**config.mk**
```make
export PLATFORM = sky130hd
export DESIGN_NAME = charge_rate_controller
export DESIGN_NICKNAME = d
export VERILOG_FILES = /design/src/rtl/sc_include.sv /design/src/rtl/charge_ramp_limiter.sv /design/src/rtl/charge_rate_controller.sv
export SDC_FILE = /design/constraint.sdc
export NUM_CORES = 1
export LEC_CHECK = 0
export ABC_AREA = 1
export BUFFER_PORTS_ARGS = -buffer_cell sky130_fd_sc_hd__buf_2
export CORE_MARGIN = 4
export CORE_UTILIZATION = 50
export CTS_BUF_LIST = sky130_fd_sc_hd__clkbuf_4 sky130_fd_sc_hd__clkbuf_8 sky130_fd_sc_hd__clkbuf_16
export DETAILED_ROUTE_END_ITERATION = 10
export MAX_ROUTING_LAYER = met4
export PLACE_DENSITY = 0.72
export SLEW_MARGIN = 0
export SYNTH_ARGS = -nofsm -noshare
export SYNTH_HDL_FRONTEND = slang
export SYNTH_SLANG_ARGS = --single-unit
export TNS_END_PERCENT = 10
```
**constraint.sdc**
```tcl
create_clock -name clk -period 11.75 [get_ports clk]
set_clock_uncertainty 0.2 [all_clocks]
set_input_delay 2.9375 -clock clk [delete_from_list [all_inputs] [get_ports clk]]
set_output_delay 2.9375 -clock clk [all_outputs]
set_load 0.005 [all_outputs]
```
**src/rtl/sc_include.sv**
```systemverilog
// Shared types and default constants for the charger control slice.
package sc_include;

    typedef enum logic [1:0] {
        GRID_NORMAL   = 2'd0,
        GRID_UNSTABLE = 2'd1,
        GRID_CRITICAL = 2'd2
    } grid_state_t;

    typedef enum logic [2:0] {
        CS_IDLE   = 3'd0,
        CS_RAMP   = 3'd1,
        CS_CHARGE = 3'd2,
        CS_DERATE = 3'd3,
        CS_FAULT  = 3'd4
    } charge_state_t;

    localparam logic [15:0] DEF_RAMP_STEP      = 16'd32;
    localparam logic [15:0] DEF_V_START_ADC    = 16'd2800;
    localparam int          DEF_STABLE_CYCLES  = 256;
    localparam int          DEF_HOLDOFF_CYCLES = 1024;

    // Current target for a grid condition: full request, half request, or nothing.
    // The unused encoding is treated like a critical grid.
    function automatic logic [15:0] grid_target(input grid_state_t grid, input logic [15:0] request);
        logic [15:0] t;
        case (grid)
            GRID_NORMAL:   t = request;
            GRID_UNSTABLE: t = request >> 1;
            default:       t = 16'd0;
        endcase
        return t;
    endfunction

endpackage

```
**src/rtl/charge_ramp_limiter.sv**
```systemverilog
// Combinational slew limiter: moves the setpoint toward the target, rising by at
// most RAMP_STEP per evaluation and falling straight to the target.
module charge_ramp_limiter
    import sc_include::*;
#(
    parameter logic [15:0] RAMP_STEP = DEF_RAMP_STEP
) (
    input  logic [15:0] setpoint,
    input  logic [15:0] target,
    output logic [15:0] next_setpoint,
    output logic        at_target
);

    logic [15:0] diff;
    logic [15:0] inc;
    logic [16:0] sum;

    // Slew up with a 17-bit sum so the result can never wrap past 16'hFFFF.
    always_comb begin
        diff          = 16'd0;
        inc           = 16'd0;
        sum           = 17'd0;
        next_setpoint = setpoint;
        if (target <= setpoint) begin
            next_setpoint = target;
        end else begin
            diff = target - setpoint;
            inc  = (diff > RAMP_STEP) ? RAMP_STEP : diff;
            sum  = {1'b0, setpoint} + {1'b0, inc};
            next_setpoint = sum[16] ? 16'hFFFF : sum[15:0];
        end
        at_target = (next_setpoint == target);
    end

endmodule

```
**src/rtl/charge_rate_controller.sv**
```systemverilog
// EV charge rate controller: sequences the power stage setpoint against grid
// health, with derating on an unstable grid and a holdoff after faults.
//
//   state  | meaning
//   IDLE   | no charge, setpoint 0, waiting for plug + request + healthy grid
//   RAMP   | setpoint slewing up toward target
//   CHARGE | setpoint tracking target (slewed up, immediate down)
//   DERATE | setpoint capped at half request until grid is stable long enough
//   FAULT  | power stage off until grid has been non-critical for the holdoff
module charge_rate_controller
    import sc_include::*;
#(
    parameter logic [15:0] RAMP_STEP      = DEF_RAMP_STEP,
    parameter int          STABLE_CYCLES  = DEF_STABLE_CYCLES,
    parameter int          HOLDOFF_CYCLES = DEF_HOLDOFF_CYCLES,
    parameter logic [15:0] V_START_ADC    = DEF_V_START_ADC
) (
    input  logic          clk,
    input  logic          reset_n,
    input  grid_state_t   grid_state,
    input  logic [15:0]   measured_voltage,
    input  logic          ev_connected,
    input  logic          charge_request,
    input  logic [15:0]   current_request,
    output logic [15:0]   charge_setpoint,
    output logic          charger_enable,
    output charge_state_t charge_state,
    output logic [7:0]    fault_count
);

    localparam int STABLE_W  = $clog2(STABLE_CYCLES + 1);
    localparam int HOLDOFF_W = $clog2(HOLDOFF_CYCLES + 1);
    localparam logic [STABLE_W-1:0]  STABLE_LAST  = STABLE_W'(STABLE_CYCLES - 1);
    localparam logic [HOLDOFF_W-1:0] HOLDOFF_LAST = HOLDOFF_W'(HOLDOFF_CYCLES - 1);

    logic [STABLE_W-1:0]  stable_cnt;
    logic [HOLDOFF_W-1:0] holdoff_cnt;

    charge_state_t        state_nxt;
    logic [15:0]          setpoint_nxt;
    logic                 enable_nxt;
    logic [7:0]           fault_count_nxt;
    logic [STABLE_W-1:0]  stable_nxt;
    logic [HOLDOFF_W-1:0] holdoff_nxt;

    logic [15:0] target;
    logic [15:0] half_request;
    logic [15:0] slewed_setpoint;
    logic        slew_done;
    logic        grid_normal;
    logic        grid_unstable;
    logic        grid_critical;
    logic        link_ok;
    logic        start_ok;

    assign target        = grid_target(grid_state, current_request);
    assign half_request  = current_request >> 1;
    assign grid_normal   = (grid_state == GRID_NORMAL);
    assign grid_unstable = (grid_state == GRID_UNSTABLE);
    assign grid_critical = !grid_normal && !grid_unstable;
    assign link_ok       = ev_connected && charge_request;
    assign start_ok      = link_ok && grid_normal && (measured_voltage >= V_START_ADC);

    charge_ramp_limiter #(
        .RAMP_STEP (RAMP_STEP)
    ) u_limiter (
        .setpoint      (charge_setpoint),
        .target        (target),
        .next_setpoint (slewed_setpoint),
        .at_target     (slew_done)
    );

    // Next-state and next-output logic; critical grid overrides everything,
    // then loss of vehicle/request, then grid instability, then slewing.
    always_comb begin
        state_nxt       = charge_state;
        setpoint_nxt    = charge_setpoint;
        fault_count_nxt = fault_count;
        stable_nxt      = stable_cnt;
        holdoff_nxt     = holdoff_cnt;

        if (grid_critical) begin
            state_nxt    = CS_FAULT;
            setpoint_nxt = 16'd0;
            stable_nxt   = '0;
            holdoff_nxt  = '0;
            if ((charge_state != CS_FAULT) && (fault_count != 8'hFF)) begin
                fault_count_nxt = fault_count + 8'd1;
            end
        end else begin
            case (charge_state)
                CS_IDLE: begin
                    setpoint_nxt = 16'd0;
                    if (start_ok) begin
                        state_nxt = CS_RAMP;
                    end
                end
                CS_RAMP, CS_CHARGE, CS_DERATE: begin
                    if (!link_ok) begin
                        state_nxt    = CS_IDLE;
                        setpoint_nxt = 16'd0;
                        stable_nxt   = '0;
                    end else if (grid_unstable) begin
                        state_nxt    = CS_DERATE;
                        stable_nxt   = '0;
                        setpoint_nxt = (charge_setpoint > half_request) ? half_request : charge_setpoint;
                    end else if (charge_state == CS_DERATE) begin
                        // Hold the derated level while counting stable cycles.
                        setpoint_nxt = (charge_setpoint > half_request) ? half_request : charge_setpoint;
                        if (stable_cnt == STABLE_LAST) begin
                            state_nxt  = CS_RAMP;
                            stable_nxt = '0;
                        end else begin
                            stable_nxt = stable_cnt + 1'b1;
                        end
                    end else begin
                        setpoint_nxt = slewed_setpoint;
                        if ((charge_state == CS_RAMP) && slew_done) begin
                            state_nxt = CS_CHARGE;
                        end
                    end
                end
                CS_FAULT: begin
                    setpoint_nxt = 16'd0;
                    if (holdoff_cnt == HOLDOFF_LAST) begin
                        state_nxt   = CS_IDLE;
                        holdoff_nxt = '0;
                    end else begin
                        holdoff_nxt = holdoff_cnt + 1'b1;
                    end
                end
                default: begin
                    state_nxt    = CS_IDLE;
                    setpoint_nxt = 16'd0;
                    stable_nxt   = '0;
                    holdoff_nxt  = '0;
                end
            endcase
        end

        enable_nxt = (state_nxt == CS_RAMP) || (state_nxt == CS_CHARGE) || (state_nxt == CS_DERATE);
    end

    // State, outputs and counters; reset aborts any charge immediately.
    always_ff @(posedge clk or negedge reset_n) begin
        if (!reset_n) begin
            charge_state    <= CS_IDLE;
            charge_setpoint <= 16'd0;
            charger_enable  <= 1'b0;
            fault_count     <= 8'd0;
            stable_cnt      <= '0;
            holdoff_cnt     <= '0;
        end else begin
            charge_state    <= state_nxt;
            charge_setpoint <= setpoint_nxt;
            charger_enable  <= enable_nxt;
            fault_count     <= fault_count_nxt;
            stable_cnt      <= stable_nxt;
            holdoff_cnt     <= holdoff_nxt;
        end
    end

endmodule

```
# After elaboration in Yosys (flattened, before gate mapping)
# Cells that the tools add are included.
[word_totals]
register_bits = 48
latchBits = 0
mem_bits_rw = 0
romBits = 0
in_bits = 38
out_inout_bits = 28
wordCells = 76
memories = 0
[classes]
addsub = 5
n_mul = 0
div = 0
order_cmp = 4
eq_ne = 16
shifts = 0
n_mux = 28
bitwise_logic = 0
n_reduce_logical = 17
[ops]
columns = ["cell", "count"]
rows = [
  ["$mux 16", 9],
  ["$mux 9", 5],
  ["$pmux 16 s2", 1],
  ["$mux 3", 8],
  ["$mux 11", 2],
  ["$pmux 11 s2", 1],
  ["$pmux 9 s2", 1],
  ["$add 16x16->17", 1],
  ["$eq 16x16->1", 1],
  ["$ge 16x12->1 const B", 1],
  ["$gt 16x15->1", 1],
  ["$gt 16x6->1 const B", 1],
  ["$le 16x16->1", 1],
  ["$sub 16x16->16", 1],
  ["$eq 3x2->1 const B", 4],
  ["$add 11x1->11 const B", 1],
  ["$eq 11x10->1 const B", 1],
  ["$add 9x1->9 const B", 1],
  ["$eq 9x8->1 const B", 1],
  ["$pmux 3 s3", 1],
  ["$add 8x1->8 const B", 1],
  ["$ne 8x8->1 const B", 1],
  ["$eq 3x1->1 const B", 2],
  ["$logic_and 1x1->1", 6],
  ["13 further kinds", 17],
]

# Longest topological paths before layout
# Gate-level depths: netlist of the first run.
[logic_depth]
word_depth = 19
depth_mapped = 46
depth_no_buf = 45

# Hierarchy
# From an unflattened synthesis of the first run, not the netlist that was laid out.
[hier_totals]
hier_cells = 896
hier_area_um2 = 5746.8
[by_module_without_submodules]
columns = ["module", "n_inst", "cells_each", "area_each_um2"]
rows = [
  ["charge_rate_controller", 1, 432, 3254.4],
  ["charge_ramp_limiter", 1, 464, 2492.4],
]

# Least setup slack after synthesis of the first run
# No wires, ideal clock.
[synth_path]
kind = "in2reg"
startpoint = "input grid_state[0]"
endpoint = "register charger_enable"
setup_time_ns = 0.118
arrival_ns = 7.482
t_required_ns = 11.432
setup_slack_ns = 3.950
cell_stages = 40
n_path_buf = 2
cell_sequence = "nor2_1 clkinv_1 clkbuf_1 o22ai_1 inv_1 ha_1 fa_1 inv_1 nand2_1 nand2_1 nand3_1 nand2_1 nand2_1 nand2_1 nand2_1 nand2_1 nand3_2 nor2_4 [4 not listed] a21oi_1 o21ai_1 a21oi_1 nand3b_1 nand2_1 nor2_4 buf_6 a22oi_1 a21oi_1 nand4_1 nor2_2 nand2_1 nand2_1 nand2_1 nand2_1 nand2_1 nand2_1 nand2_1"
[synth_via]
elab_chain_len = 19
word_cells_on_any_way = 29
[synth_rtl]
columns = ["item", "line", "rtl"]
rows = [
  ["from (decl)", "charge_rate_controller.sv:20", "input grid_state_t grid_state,"],
  ["$eq 2x1->1 or $logic_not 2->1 (tied branches)", "sc_include.sv:27, charge_rate_controller.sv:59, charge_rate_controller.sv:58", ""],
  ["$pmux 16 s2", "sc_include.sv:27", "case (grid)"],
  ["$sub 16x16->16", "charge_ramp_limiter.sv:27", "diff = target - setpoint;"],
  ["$gt 16x6->1", "charge_ramp_limiter.sv:28", "inc = (diff > RAMP_STEP) ? RAMP_STEP : diff;"],
  ["$mux 16", "charge_ramp_limiter.sv:28", ""],
  ["$add 16x16->17", "charge_ramp_limiter.sv:29", "sum = {1'b0, setpoint} + {1'b0, inc};"],
  ["$mux 16", "charge_ramp_limiter.sv:30", "next_setpoint = sum[16] ? 16'hFFFF : sum[15:0];"],
  ["$mux 16", "charge_ramp_limiter.sv:24", "if (target <= setpoint) begin"],
  ["[4 not listed]", "n/a", ""],
  ["$mux 3", "charge_rate_controller.sv:103", "end else if (grid_unstable) begin"],
  ["$mux 3", "charge_rate_controller.sv:99", "if (!link_ok) begin"],
  ["$pmux 3 s3", "charge_rate_controller.sv:91", "case (charge_state)"],
  ["$mux 3 (*)", "charge_rate_controller.sv:82", "if (grid_critical) begin"],
  ["$eq 3x1->1 or $eq 3x2->1 (tied branches)", "charge_rate_controller.sv:141", "enable_nxt = (state_nxt == CS_RAMP) || (state_nxt == CS_CHARGE) || (state_nxt == CS_DERATE);"],
  ["$logic_or 1x1->1", "charge_rate_controller.sv:141", ""],
  ["$logic_or 1x1->1 (*)", "charge_rate_controller.sv:141", ""],
  ["named net enable_nxt", "charge_rate_controller.sv:41", "logic enable_nxt;"],
  ["to (signal assigned)", "charge_rate_controller.sv:156", "charger_enable <= enable_nxt;"],
  ["to (decl)", "charge_rate_controller.sv:26", "output logic charger_enable,"],
]
# The timed path passes the listed nets; every way through them passes the cells marked *.
# A chain may end at the register's enable or synchronous reset.

# Worst setup path after layout of the first run
[layout_path]
startpoint = "input grid_state[1]"
endpoint = "register charger_enable"
# Same word-level chain as after synthesis.

==> flow_metrics.tcl, run 1 <==
set metrics [dict create \
    ant_nets 0 \
    synth_most_common_cell "nand2_1" \
    max_cap_violations 0 \
    wl_per_cell_um 14.2 \
    synth_ff_type "dfrtp_1" \
    place_hpwl_um 12400 \
    drtIter0Drc 368 \
    crit_family "simple AND/OR/NAND/NOR gates" \
    hold_violations 0 \
    cts-hold-fix-buffers 0 \
    drive_gt1_frac 0.118 \
    grt_pass1_wl_um 25700 \
    dieWidth_um 113 \
    numCtsBuffers 5 \
    hp-class "reg2reg" \
    clock-sinks 48 \
    rr_endpoint "charger_enable$_DFF_PN0_" \
    seq_area_frac_synth 0.219 \
    synth_area_leaders "dfrtp_1 22%, nand2_1 15%, ha_1 11%" \
    antenna_found_initial 0 \
    timing.rr.start "charge_setpoint[0]$_DFF_PN0_" \
    cp_max_fo 19 \
    wirelength_um 15200 \
    crit_required_ns 11.75 \
    post_cts_buffers 0 \
    synthTopCellsByCount "225 x nand2_1, 137 x inv_1, 75 x nor2_1" \
    start_util 0.509 \
    place_congestion 0.921 \
    rr_worst_depth 36 \
    synth.avg_cell_area_sq_um 6.35 \
    netlist_area_sq_um 5500 \
    cts_tree "yes" \
    port_buffers 61 \
    drt_pass1_iterations 5 \
    num_vias 5769 \
    dieArea_sq_um 12700 \
    cts_max_level 2 \
    hold_depth 1 \
    drcViolationCount 0 \
    cts_resized 0 \
    synth_edf_count 0 \
    hold_ws_ns 0.292 \
    critPathLaunchType "input pin" \
    area_delta_synth_final_pct 9.77 \
    synth_cells 866 \
    slew_headroom 0.281 \
    grt.total_usage 0.251 \
    status "finished, final reports clean" \
    viasPerCell 5.39 \
    max_stage_delay_ns 0.45 \
    fin_nets 1018 \
    cpMostUsedCell "nand2_1" \
    async_flop_share 1.00 \
    diodes 0 \
    synth_cell_types 55 \
    clk-insertion-delay-late_ns 0.31 \
    ys_ff_latch 48 \
    path_buf_inv 5 \
    rows 38 \
    core_area_sq_um 10800 \
    critPathCaptureType "flop" \
    setup_viol 0 \
    finalCritPeriodShare 0.777 \
    critPathSlowestCell "o22ai_1" \
    critPathKind "in2reg" \
    p_total_uw 420 \
    cts_root_buffer "clkbuf_8" \
    setup_tns_ns 0 \
    r2r_slack_ns 6.02 \
    cts_buffer_depth 2 \
    n_fill_cell 1125 \
    grt_pass1_vias 5549 \
    grt_max_degree 49 \
    grt_overflow 0 \
    p_leak_nw 3.35 \
    p_per_area_nw_per_um2 69.6 \
    hold_start "fault_count[4]$_DFFE_PN0P_" \
    yosysTopAreaCell "dfrtp_1" \
    period_needed_ns 9.13 \
    path_clk_slew_ns 0.08 \
    clock.fmax_ghz 0.110 \
    finalMaxSlewViolations 0 \
    dieHeight_um 113 \
    hold_path_end "fault_count[4]$_DFFE_PN0P_" \
    ys.warnings.count 0 \
    worstMarginPinSlew_ns 1.08 \
    arrival_ns 9.13 \
    synth_top_area_frac 0.219 \
    max-vdd-ir-drop_mv 0.0899 \
    ios 66 \
    rsz0062_at_grt "no" \
]
flip-flops by register name, summed over array words and instances, names as in the netlist:
register / flops
holdoff_cnt: 11
charge_state: 3
charge_setpoint: 16
charger_enable: 1
fault_count: 8
stable_cnt: 9
logic make-up (layout without fill, tap and decap cells):
family / Yosys count / after routing / synth area share
other cells: 1 / 10 / 0.000682
xor+xnor: 19 / 19 / 0.0303
simple gates: 447 / 447 / 0.368
compound gates: 141 / 141 / 0.148
flops: 48 / 48 / 0.219
fa+ha+maj: 51 / 51 / 0.119
mux: 2 / 2 / 0.00387
buf+inv: 157 / 212 / 0.111
per-layer routing:
metal,wire length [um],track usage
met3,835,0.0246
met4,224,0.0681
met2,7140,0.415
met5,0,-
met1,6960,0.331
layout by cell type (no fill, tap or decap), types with 16 or more instances in the layout:
master,n
nand2_1,225
inv_1,137
nor2_1,75
nand3_1,63
buf_2,61
a21oi_1,52
ha_1,49
dfrtp_1,48
o21ai_0,43
nor3_1,21
nand4_1,19
o22ai_1,16
power by group:
group	total (mW)	internal, mW	switching, mW	leakage (nW)
clock network	0.104	0.0471	0.0568	0.0510
logic	0.149	0.0481	0.101	2.64
registers	0.167	0.166	0.000570	0.663
total	0.420	0.261	0.158	3.35
worst max path at each step:
stage             startpoint                        to  cells after the start
2_1_floorplan  grid_state[0]  charger_enable$_DFF_PN0_                     40
3_3_place_gp   grid_state[1]  charger_enable$_DFF_PN0_                     41
3_5_place_dp   grid_state[1]  charger_enable$_DFF_PN0_                     41
4_1_cts        grid_state[1]  charger_enable$_DFF_PN0_                     41
5_1_grt        grid_state[1]  charger_enable$_DFF_PN0_                     43
6_report       grid_state[1]  charger_enable$_DFF_PN0_                     41
metrics by stage:
stage          std cells  utilization  area, sq um  setup WS, ns
2_1_floorplan        875            -         5530          3.95
6_report            1070        0.559         6030          2.62
5_1_grt             1070        0.559         6030          2.00
3_3_place_gp        1062        0.550         5940          2.44
4_1_cts             1070        0.559         6030          2.74
3_5_place_dp        1062        0.550         5940          2.44
cell type report:
type	instances	area, sq um	share of cell area
multi-input cells	670	3720	0.616
flip-flops and latches	48	1200	0.199
inverters	142	533	0.0884
repair buffers	62	313	0.0519
well taps	140	175	0.0290
clock buffers	6	82.6	0.0137
clock inverters	2	10.0	0.00166
worst register-to-register path: cells and delay by family (launching register included):
family,cells,cell delay (ns)
DFF,1,0.45
buffers and inverters,2,0.21
AOI/OAI and AO/OA,6,1.06
and+or+nand+nor,25,2.67
adders and majority gates,3,1.02
Power figures use the tool's default switching activity.
==> run 2, diff against run 1 <==
Settings changed: ABC_AREA 1 to 0.
Clock period 11.75 ns to 9.5 ns, I/O delays scaled along.
==> run 2 against run 1 <==
Hold slack improved by 0.00051 ns. Non-clock buffer count rose by 15. Sequential share of layout area fell by 1.5 points. Sequential power rose by 23%. Clock power rose by 130%. Via count rose by 9.6%. Flip-flop and latch count did not move.
==> flow_metrics.tcl, run 2 <==
set metrics [dict create \
    hp-class "reg2reg" \
    netlist_area_sq_um 5880 \
    hold_start "fault_count[7]$_DFFE_PN0P_" \
    synth_edf_count 0 \
    numCtsBuffers 5 \
    wirelength_um 18800 \
    seq_area_frac_synth 0.204 \
    p_total_uw 633 \
    rows 39 \
    synth_cell_types 73 \
    design_area_sq_um 6540 \
    slew_headroom 0.160 \
    synth_top_area_frac 0.204 \
    post_cts_buffers 0 \
    area_delta_synth_final_pct 11.2 \
    cts_tree "yes" \
    drive_gt1_frac 0.143 \
    cts_resized 0 \
    grt_overflow 0 \
    regMostFlops "charge_setpoint" \
    rsz0062_at_grt "no" \
    cts_buffer_depth 2 \
    grt_max_degree 49 \
    ys_ff_latch 48 \
    max_cap_violations 0 \
    critPathCaptureType "flop" \
    place_congestion 1.01 \
    crit_required_ns 9.45 \
    async_flop_share 1.00 \
    grt_pass1_vias 5929 \
    finalMaxSlewViolations 0 \
    hold_depth 1 \
    num_vias 6321 \
    max-vdd-ir-drop_mv 0.127 \
    hold_violations 0 \
    p_per_area_nw_per_um2 96.8 \
    diodes 0 \
    layout_commonest_cell "nor2_1" \
    arrival_ns 8.80 \
    rr_worst_depth 22 \
    dpl-instance-area_sq_um 6340 \
    setup_viol 0 \
    ys.warnings.count 0 \
    antenna_found_initial 0 \
    viasPerCell 6.38 \
    rr_endpoint "charge_state[0]$_DFF_PN0_" \
    dieArea_sq_um 13600 \
    p_leak_nw 3.12 \
    hold_ws_ns 0.293 \
    cts_root_buffer "clkbuf_16" \
    setup_tns_ns 0 \
    status "finished, final reports clean" \
    clk-insertion-delay-late_ns 0.29 \
    clock-sinks 48 \
    clock.fmax_ghz 0.113 \
    cts_max_level 2 \
    ant_nets 0 \
    path_clk_slew_ns 0.07 \
    period_needed_ns 8.85 \
    start_util 0.513 \
    fin_util 0.570 \
    r2r_slack_ns 2.86 \
    synthTopCellsByCount "96 x nor2_1, 60 x a21oi_1, 55 x nand2_1" \
    largest_reg_flops 16 \
    final_cell_mix "96 x nor2_1, 61 x buf_2, 60 x a21oi_1, 55 x nand2_1" \
    timing.rr.start "charge_setpoint[0]$_DFF_PN0_" \
    hold_path_end "fault_count[7]$_DFFE_PN0P_" \
    port_buffers 61 \
    cp_max_fo 20 \
    synth.avg_cell_area_sq_um 7.38 \
    wl_per_cell_um 19.0 \
    critPathLaunchType "input pin" \
    drcViolationCount 0 \
    place_hpwl_um 14900 \
    synth_area_leaders "dfrtp_1 20%, ha_1 10%, nor2_1 6.1%" \
    critPathKind "in2reg" \
    drtIter0Drc 713 \
    grt.total_usage 0.289 \
    synth_ff_type "dfrtp_1" \
    synth_cells 796 \
    worstMarginPinSlew_ns 1.26 \
    grt_pass1_wl_um 30300 \
    reg_top3 "charge_setpoint: 16 flops, holdoff_cnt: 11 flops, stable_cnt: 9 flops" \
    dieWidth_um 116 \
    yosysTopAreaCell "dfrtp_1" \
    core_area_sq_um 11500 \
    dieHeight_um 116 \
    ios 66 \
    cts-hold-fix-buffers 0 \
    synth_most_common_cell "nor2_1" \
    finalCritPeriodShare 0.932 \
    fin_nets 935 \
    drt_pass1_iterations 6 \
]
## run 2: changes by cell type in the layout (fill, tap and decap cells not counted), sizes merged, moves of 11 or more
cell	previous run	this run
nand3	73	29
inv	141	53
nor2	83	96
and3	0	14
a21o	1	12
mux2i	1	25
nand2	233	56
a211oi	5	20
a31oi	1	15
o22ai	17	4
buf	62	77
## run 2: kinds of logic after synthesis
group,share of synthesized area
compound gates,0.276
xor+xnor,0.0343
fa+ha+maj,0.111
buf+inv,0.0664
flops,0.204
mux,0.0483
other cells,0.000638
simple gates,0.259
## run 2: power by group
group | total [mW] | internal (mW) | switching [mW]
Clock | 0.235 | 0.152 | 0.0833
Combinational | 0.192 | 0.0696 | 0.122
Sequential | 0.206 | 0.205 | 0.00113
Total | 0.633 | 0.427 | 0.207
## run 2: per-stage QoR
stage,instances,setup WS [ns]
4_1_cts,990,0.767
3_5_place_dp,982,0.490
2_1_floorplan,805,0.811
5_1_grt,990,0.299
3_3_place_gp,982,0.491
6_report,990,0.647
## run 2: worst max path at each step
stage | start | end | slack (ns) | cells after the start
after detailed placement | grid_state[0] | charge_state[0]$_DFF_PN0_ | 0.49 | 25
after CTS | grid_state[0] | charge_state[0]$_DFF_PN0_ | 0.77 | 25
after global placement | grid_state[0] | charge_state[0]$_DFF_PN0_ | 0.49 | 25
final | grid_state[0] | charge_state[0]$_DFF_PN0_ | 0.65 | 25
after floorplan | grid_state[0] | charge_state[0]$_DFF_PN0_ | 0.81 | 27
after global routing | grid_state[0] | charge_state[0]$_DFF_PN0_ | 0.30 | 25
## run 2: worst max-delay path: stages
cell and delay (ns):
buf_2 0.13, buf_12 0.16, mux2i_1 0.12, nor2_1 0.50
ha_1 0.41, o211ai_2 0.18, a21oi_2 0.10, a2111oi_2 0.35
a21oi_1 0.07, or4_4 0.58, nor4_4 0.38, nand2_2 0.20
nor2_1 0.14, ha_1 0.31, a211oi_1 0.32, o211ai_1 0.22
nand2_1 0.22, a21bo_2 0.29, nand2_1 0.13, a2111oi_0 0.47
a31oi_1 0.14, a211o_1 0.31, a2111oi_4 0.38, and4_1 0.23
a31oi_1 0.08
## run 2: cell type report
class / instances / area, sq um
Fill cell: 1069 / 4930
Multi-Input combinational cell: 662 / 4330
Sequential cell: 48 / 1200
Timing Repair Buffer: 77 / 438
Inverter: 52 / 195
Tap cell: 143 / 179
Clock buffer: 5 / 125
Clock inverter: 3 / 68.8
## run 2: per-layer routing
metal,global-route usage,part of all wire
met3,0.0254,0.071
met1,0.380,0.43
met5,-,0
met2,0.474,0.48
met4,0.0835,0.024
